[src/rtl/m_store_narrow.sv]
// Memory-stage store unit: narrows register data to the store width, checks
// for address errors and issues the store to data memory via a one-entry buffer.
module m_store_narrow #(
   parameter logic [31:0] ADDR_LO = 32'h0000_0000,
   parameter logic [31:0] ADDR_HI = 32'h0000_2FFF
) (
   input  logic        clk,
   input  logic        resetn,
   input  logic        store_valid,
   input  logic [1:0]  store_op,
   input  logic [31:0] store_addr,
   input  logic [31:0] store_wdata,
   input  logic        flush,
   output logic        stall,
   output logic        exc_ades,
   output logic        mem_req,
   output logic [31:0] mem_addr,
   output logic [31:0] mem_wdata,
   output logic [3:0]  mem_byteen,
   input  logic        mem_ack,
   output logic [15:0] store_cnt
);

   typedef enum logic {IDLE, BUSY} state_t;

   localparam logic [1:0] OP_SW = 2'b00;
   localparam logic [1:0] OP_SH = 2'b01;
   localparam logic [1:0] OP_SB = 2'b10;
   localparam logic [1:0] OP_RS = 2'b11;

   state_t      state, next_state;
   logic        misaligned;
   logic        out_of_range;
   logic        legal;
   logic        load;
   logic [31:0] narrow_wdata;
   logic [3:0]  narrow_byteen;

   // Reserved op is silently ignored, so it can never raise an address error.
   always_comb begin
      misaligned   = ((store_op == OP_SH) && store_addr[0]) ||
                     ((store_op == OP_SW) && (store_addr[1:0] != 2'b00));
      out_of_range = (store_addr < ADDR_LO) || (store_addr > ADDR_HI);
      exc_ades     = store_valid && !flush && (store_op != OP_RS) &&
                     (misaligned || out_of_range);
      legal        = store_valid && (store_op != OP_RS) && !flush && !exc_ades;
   end

   always_comb begin
      narrow_wdata  = store_wdata;
      narrow_byteen = 4'b1111;
      case (store_op)
         OP_SB: begin
            narrow_wdata  = {4{store_wdata[7:0]}};
            narrow_byteen = 4'b0001 << store_addr[1:0];
         end
         OP_SH: begin
            narrow_wdata  = {2{store_wdata[15:0]}};
            narrow_byteen = store_addr[1] ? 4'b1100 : 4'b0011;
         end
         default: begin
            narrow_wdata  = store_wdata;
            narrow_byteen = 4'b1111;
         end
      endcase
   end

   always_ff @(posedge clk or negedge resetn) begin
      if (!resetn) state <= IDLE;
      else         state <= next_state;
   end

   always_comb begin
      next_state = state;
      case (state)
         IDLE:    if (legal) next_state = BUSY;
         BUSY:    if (mem_ack && !legal) next_state = IDLE;
         default: next_state = IDLE;
      endcase
   end

   // The buffer refills either from empty or on the edge its current entry retires.
   always_comb begin
      mem_req = (state == BUSY);
      stall   = (state == BUSY) && !mem_ack && legal;
      load    = legal && ((state == IDLE) || mem_ack);
   end

   always_ff @(posedge clk or negedge resetn) begin
      if (!resetn) begin
         mem_addr   <= 32'h0;
         mem_wdata  <= 32'h0;
         mem_byteen <= 4'h0;
      end else if (load) begin
         mem_addr   <= {store_addr[31:2], 2'b00};
         mem_wdata  <= narrow_wdata;
         mem_byteen <= narrow_byteen;
      end
   end

   always_ff @(posedge clk or negedge resetn) begin
      if (!resetn)                             store_cnt <= 16'h0;
      else if ((state == BUSY) && mem_ack)     store_cnt <= store_cnt + 16'd1;
   end

endmodule

[config.mk]
export PLATFORM = sky130hd
export DESIGN_NAME = m_store_narrow
export DESIGN_NICKNAME = d
export VERILOG_FILES = /design/src/rtl/m_store_narrow.sv
export SDC_FILE = /design/constraint.sdc
export NUM_CORES = 1
export LEC_CHECK = 0
export BUFFER_PORTS_ARGS = -buffer_cell sky130_fd_sc_hd__buf_2
export CAP_MARGIN = 20
export CORE_MARGIN = 2
export CORE_UTILIZATION = 51
export DETAILED_ROUTE_END_ITERATION = 8
export HOLD_SLACK_MARGIN = 0.02
export PLACE_DENSITY = 0.85
export SYNTH_ARGS = -nofsm -noshare
export SYNTH_HDL_FRONTEND = slang
export SYNTH_SLANG_ARGS = --single-unit
[constraint.sdc]
create_clock -name clk -period 2.4 [get_ports clk]
set_input_delay 0.24 -clock clk [delete_from_list [all_inputs] [get_ports clk]]
set_output_delay 0.24 -clock clk [all_outputs]
set_load 0.05 [all_outputs]
Yosys cells after proc, flatten, opt, wreduce, memory -nomap -nowiden
Index checks and enable logic that the tools add are counted.
Widths: inputs -> output; s select.
- bits in registers: 83
- latch bits: 0
- memory bits (writable): 0
- memory bits (read-only): 0
- input port bits: 71
- output and inout bits: 87
- memories kept: 0
- $add $sub $neg: 1
- multipliers: 0
- div/mod/pow operators: 0
- $lt $le $gt $ge: 2
- equality and inequality tests: 3
- shifts and indexed selects: 1
- multiplexer cells: 6
- bitwise operators: 1
- reduce and logical (&&, ||, !) cells: 23
- operators with widths (cell ; number):
    $pmux 32 s2 ; 1
    $gt 32x14->1 const B ; 1
    $lt 32x1->1 const B ; 1
    $add 16x1->16 const B ; 1
    $logic_and 1x1->1 ; 13
    $pmux 4 s2 ; 1
    $logic_not 1->1 ; 4
    $logic_or 1x1->1 ; 4
    $mux 4 ; 1
    $shl 1x2->4 const A ; 1
    $eq 2x1->1 const B ; 1
    $eq 2x2->1 const B ; 1
    $logic_not 2->1 ; 1
    $mux 1 ; 2
    $ne 2x2->1 const B ; 1
    $pmux 1 s2 ; 1
    $reduce_bool 2->1 ; 1
    $not 1->1 ; 1

Longest topological paths before layout
- depth after elaboration: 11
- gate-level depth with buffers: 8

Worst setup path before layout
OpenSTA, ideal clock, no wires.
- kind: reg-to-reg
- from: register state (netlist: mem_req)
- to: register store_cnt[15]
- library setup time: 0.140 ns
- data arrival time: 1.675 ns
- data required time: 2.260 ns
- path slack: 0.585 ns
- cell stages (with the launch flop): 5
- path buffers: 0
- period minus slack after synthesis: 1.815 ns
- path through: dfrtp_1 > nand2_1 > nor4b_1 > nand4_1 > xnor2_1
- longest elaborated chain between the ends: 1
- ends and longest elaborated chain (item ; line ; source):
    start: declaration ; 31 ; state_t state, next_state;
    start signal: assignment ; 70 ; else state <= next_state;
    $logic_and 1x1->1 ; 103 ; else if ((state == BUSY) && mem_ack) store_cnt <= store_cnt + 16'd1;
    end signal: assignment ; 103 ;
    end: declaration ; 21 ; output logic [15:0] store_cnt
Every way passes these cells.
A chain may end at the register's enable or synchronous reset.

Worst setup path after layout
- from: input store_addr[28]
- to: output stall
- longest elaborated chain between the ends: 7
- ends and longest elaborated chain (item ; line ; source):
    start: declaration ; 11 ; input logic [31:0] store_addr,
    $lt 32x1->1 or $gt 32x14->1 (tied branches) ; 43 ; out_of_range = (store_addr < ADDR_LO) || (store_addr > ADDR_HI);
    $logic_or 1x1->1 * ; 43 ;
    $logic_or 1x1->1 * ; 45 ; (misaligned || out_of_range);
    $logic_and 1x1->1 * ; 44 ; exc_ades = store_valid && !flush && (store_op != OP_RS) &&
    $logic_not 1->1 * ; 46 ; legal = store_valid && (store_op != OP_RS) && !flush && !exc_ades;
    $logic_and 1x1->1 * ; 46 ;
    $logic_and 1x1->1 * ; 85 ; stall = (state == BUSY) && !mem_ack && legal;
    end: declaration ; 14 ; output logic stall,
Every way passes the cells marked *; elsewhere a longest branch is shown, timed or not.

==> impl_metrics.tcl <==
set metrics [dict create \
    synth_ff_type "dfrtp_1" \
    finalCriticalPeriod_ns 1.79 \
    start_util_pct 53.2 \
    cts.htree.levels 3 \
    dp_cells 543 \
    run_status "completed" \
    drt-initial-drc-count 139 \
    crit_type "input pin to primary output" \
    post-route-drc-count 0 \
    routed_wl_um 8320 \
    cts.hold.buffers_added 1 \
    tns_ns 0 \
    numCtsBuffers 9 \
    async_flop_share_pct 100 \
    rr_worst_depth 4 \
    grt_max_degree 67 \
    grt_antenna_before_repair 0 \
    yosysSeqAreaShare_pct 56.9 \
    reg2reg_from "mem_req" \
    dp_hpwl_um 6310 \
    synth_edf_count 0 \
    die_h_um 88.6 \
    final_max_slew_viol_count 0 \
    critPathMaxStageDelay_ns 0.32 \
    clkPwrFrac_pct 36.2 \
    worst-path-buf-inv 2 \
    power.density_nw_per_um2 539 \
    critPathSlowestCell "nor4_1" \
    vdd_ir_drop_max_v 0.000338 \
    syn_avg_cell_area_um2 12.1 \
    wl_per_cell_um 14.9 \
    reg2reg_slack_ns 0.72 \
    vias 2845 \
    post_cts_resized 0 \
    syn_inst 302 \
    netSwitchingFraction_pct 25.2 \
    cpLargestDelayFamily "simple AND/OR/NAND/NOR gates" \
    finalClockSkew_ns 0.0112 \
    placed_area_um2 4530 \
    critPathArrivalTime_ns 1.55 \
    reg2reg_to "mem_byteen[0]" \
    cp_cell_sequence "buf_2 > nor4_1 > nand4_1 > nor3_1 > and2_1 > buf_2" \
    placement_rows 30 \
    fin_area_um2 4730 \
    utilization_pct 68.8 \
    synth-seq-cells 83 \
    ios 158 \
    grt_setup_unrepaired "no" \
    hold_class "input pin to flip-flop" \
    grt_use_total_pct 22.2 \
    grt_pass1_wl_um 13400 \
    slew_headroom_pct 54.6 \
    drv_cap 0 \
    p_comb_share_pct 8.9 \
    viasPerCell 5.08 \
    p_int_uw 1910 \
    crit_top_cell "buf_2" \
    ys_warn_count 0 \
    synth_top_cell_area_share_pct 56.9 \
    clock_latency_ns 0.34 \
    grt_overflow 0 \
    max_slew.worst_pin.slew_ns 0.671 \
    clock-sinks 83 \
    start_kind "input pin" \
    netlist_area_um2 3650 \
    postRouteAntennaNets 0 \
    drtPass1Iterations 6 \
    finalSetupViolations 0 \
    cts.clk_slew.worst_paths_ns 0.09 \
    holdWs_ns 0.113 \
    path_max_fanout 3 \
    final_nets 535 \
    min_from "store_addr[5]" \
    switchingPower_uw 640 \
    min_path_cells 2 \
    instances_no_fill 560 \
    die-area_um2 7850 \
    drive_gt1_share_pct 41.8 \
    total_leakage_power_uw 0.00278 \
    antennaDiodeCount 0 \
    cp.required_ns 2.16 \
    grt_pass1_vias 2882 \
    hold_viol_final 0 \
    root_buffer "clkbuf_8" \
    cts_setup_buffers 0 \
    min_to "mem_addr[5]" \
    cts_tree "yes" \
    portBuffers 155 \
    synth.area.top_cells "dfrtp_1, mux2_1, mux2_2, nor2b_1, xnor2_1" \
    routabilityCongestion 0.792 \
    period_share_pct 74.7 \
    fmax_mhz 558 \
    cp.depth 6 \
    cts_max_path_buffers 2 \
    areaGrowthSynthToFinish_pct 29.5 \
    core_area_um2 6870 \
    synth_cell_type_count 33 \
    synth_top_area_cell "dfrtp_1" \
    fp.dieW_um 88.6 \
    p_seq_share_pct 54.9 \
    end_kind "primary output" \
]
-- registers in the layout (all words and copies together) (netlist names) --
| register | count |
|---|---|
| mem_wdata | 32 |
| store_cnt | 16 |
| mem_req | 1 |
| mem_addr | 30 |
| mem_byteen | 4 |
-- cells in the mapped netlist (5+ instances only) --
master	number
dfrtp_1	83
o22ai_1	8
mux2_1	34
o21ai_0	5
a22o_1	8
a21oi_1	10
mux2_2	15
xnor2_1	11
nor2b_1	19
nand2_1	19
clkbuf_1	5
inv_1	13
nor2_1	16
ha_1	5
nand4_1	5
a22oi_1	8
-- how the worst max path moves through the flow --
stage | startpoint | endpoint | slack, ns
6_report | store_addr[28] | stall | 0.61
5_1_grt | store_addr[28] | stall | 0.44
3_3_place_gp | store_addr[28] | mem_wdata[31] | 0.31
3_5_place_dp | store_addr[28] | mem_wdata[20] | 0.26
4_1_cts | store_addr[28] | stall | 0.59
2_1_floorplan | mem_req | store_cnt[15] | 0.59
-- kinds of logic after synthesis --
group / after synthesis / share of synthesized area, %
AOI/OAI and AO/OA: 40 / 7.20
xor gates and xnor gates: 15 / 3.60
adders and majority gates: 5 / 1.71
buffers and inverters: 30 / 4.11
DFF: 83 / 56.9
muxes: 49 / 15.1
other: 1 / 0.103
and+or+nand+nor: 79 / 11.3
-- cell type report --
| class | instances | area, µm² |
|---|---|---|
| inverters | 13 | 48.8 |
| clock inverters | 6 | 48.8 |
| flip-flops and latches | 83 | 2080 |
| well taps | 96 | 120 |
| multi-input cells | 190 | 1440 |
| clock buffers | 10 | 138 |
| repair buffers | 162 | 858 |
| fillers | 552 | 2140 |
-- power by group through the flow --
stage / clock [µW] / sequential [µW] / combinational [µW]
2_1_floorplan: 0 / 1430 / 100
3_3_place_gp: 0 / 1420 / 222
3_5_place_dp: 0 / 1420 / 225
4_1_cts: 947 / 1400 / 227
5_1_grt: 1020 / 1400 / 254
6_report: 922 / 1400 / 226
-- layer usage --
metal | vias to the layer above | track usage, % | part of all wire, %
met5 | - | 0 | 0
met4 | 0 | 8.40 | 2.0
met3 | 13 | 6.62 | 6.7
met2 | 100 | 36.5 | 50
met1 | 1382 | 27.7 | 41
li1 | 1350 | - | -
-- per-stage QoR --
stage / power, µW / setup WS (ns)
final: 2550 / 0.608
after global routing: 2670 / 0.444
after CTS: 2570 / 0.586
after detailed placement: 1650 / 0.262
after global placement: 1650 / 0.305
after floorplan: 1530 / 0.585
-- cells in the final DEF, fill, tap and decap left out, types with 4 or more instances in the layout --
cell type	n
nor2_1	16
ha_1	5
a21oi_1	10
a22o_1	8
nand2_1	19
o21ai_0	5
nand4_1	5
nor4_1	4
buf_4	5
mux2_1	34
xor2_1	4
a22oi_1	8
o22ai_1	8
nor2b_1	19
mux2_2	15
and3_1	4
buf_2	154
clkbuf_8	10
dfrtp_1	83
inv_1	13
xnor2_1	11
Power figures use the tool's default switching activity.
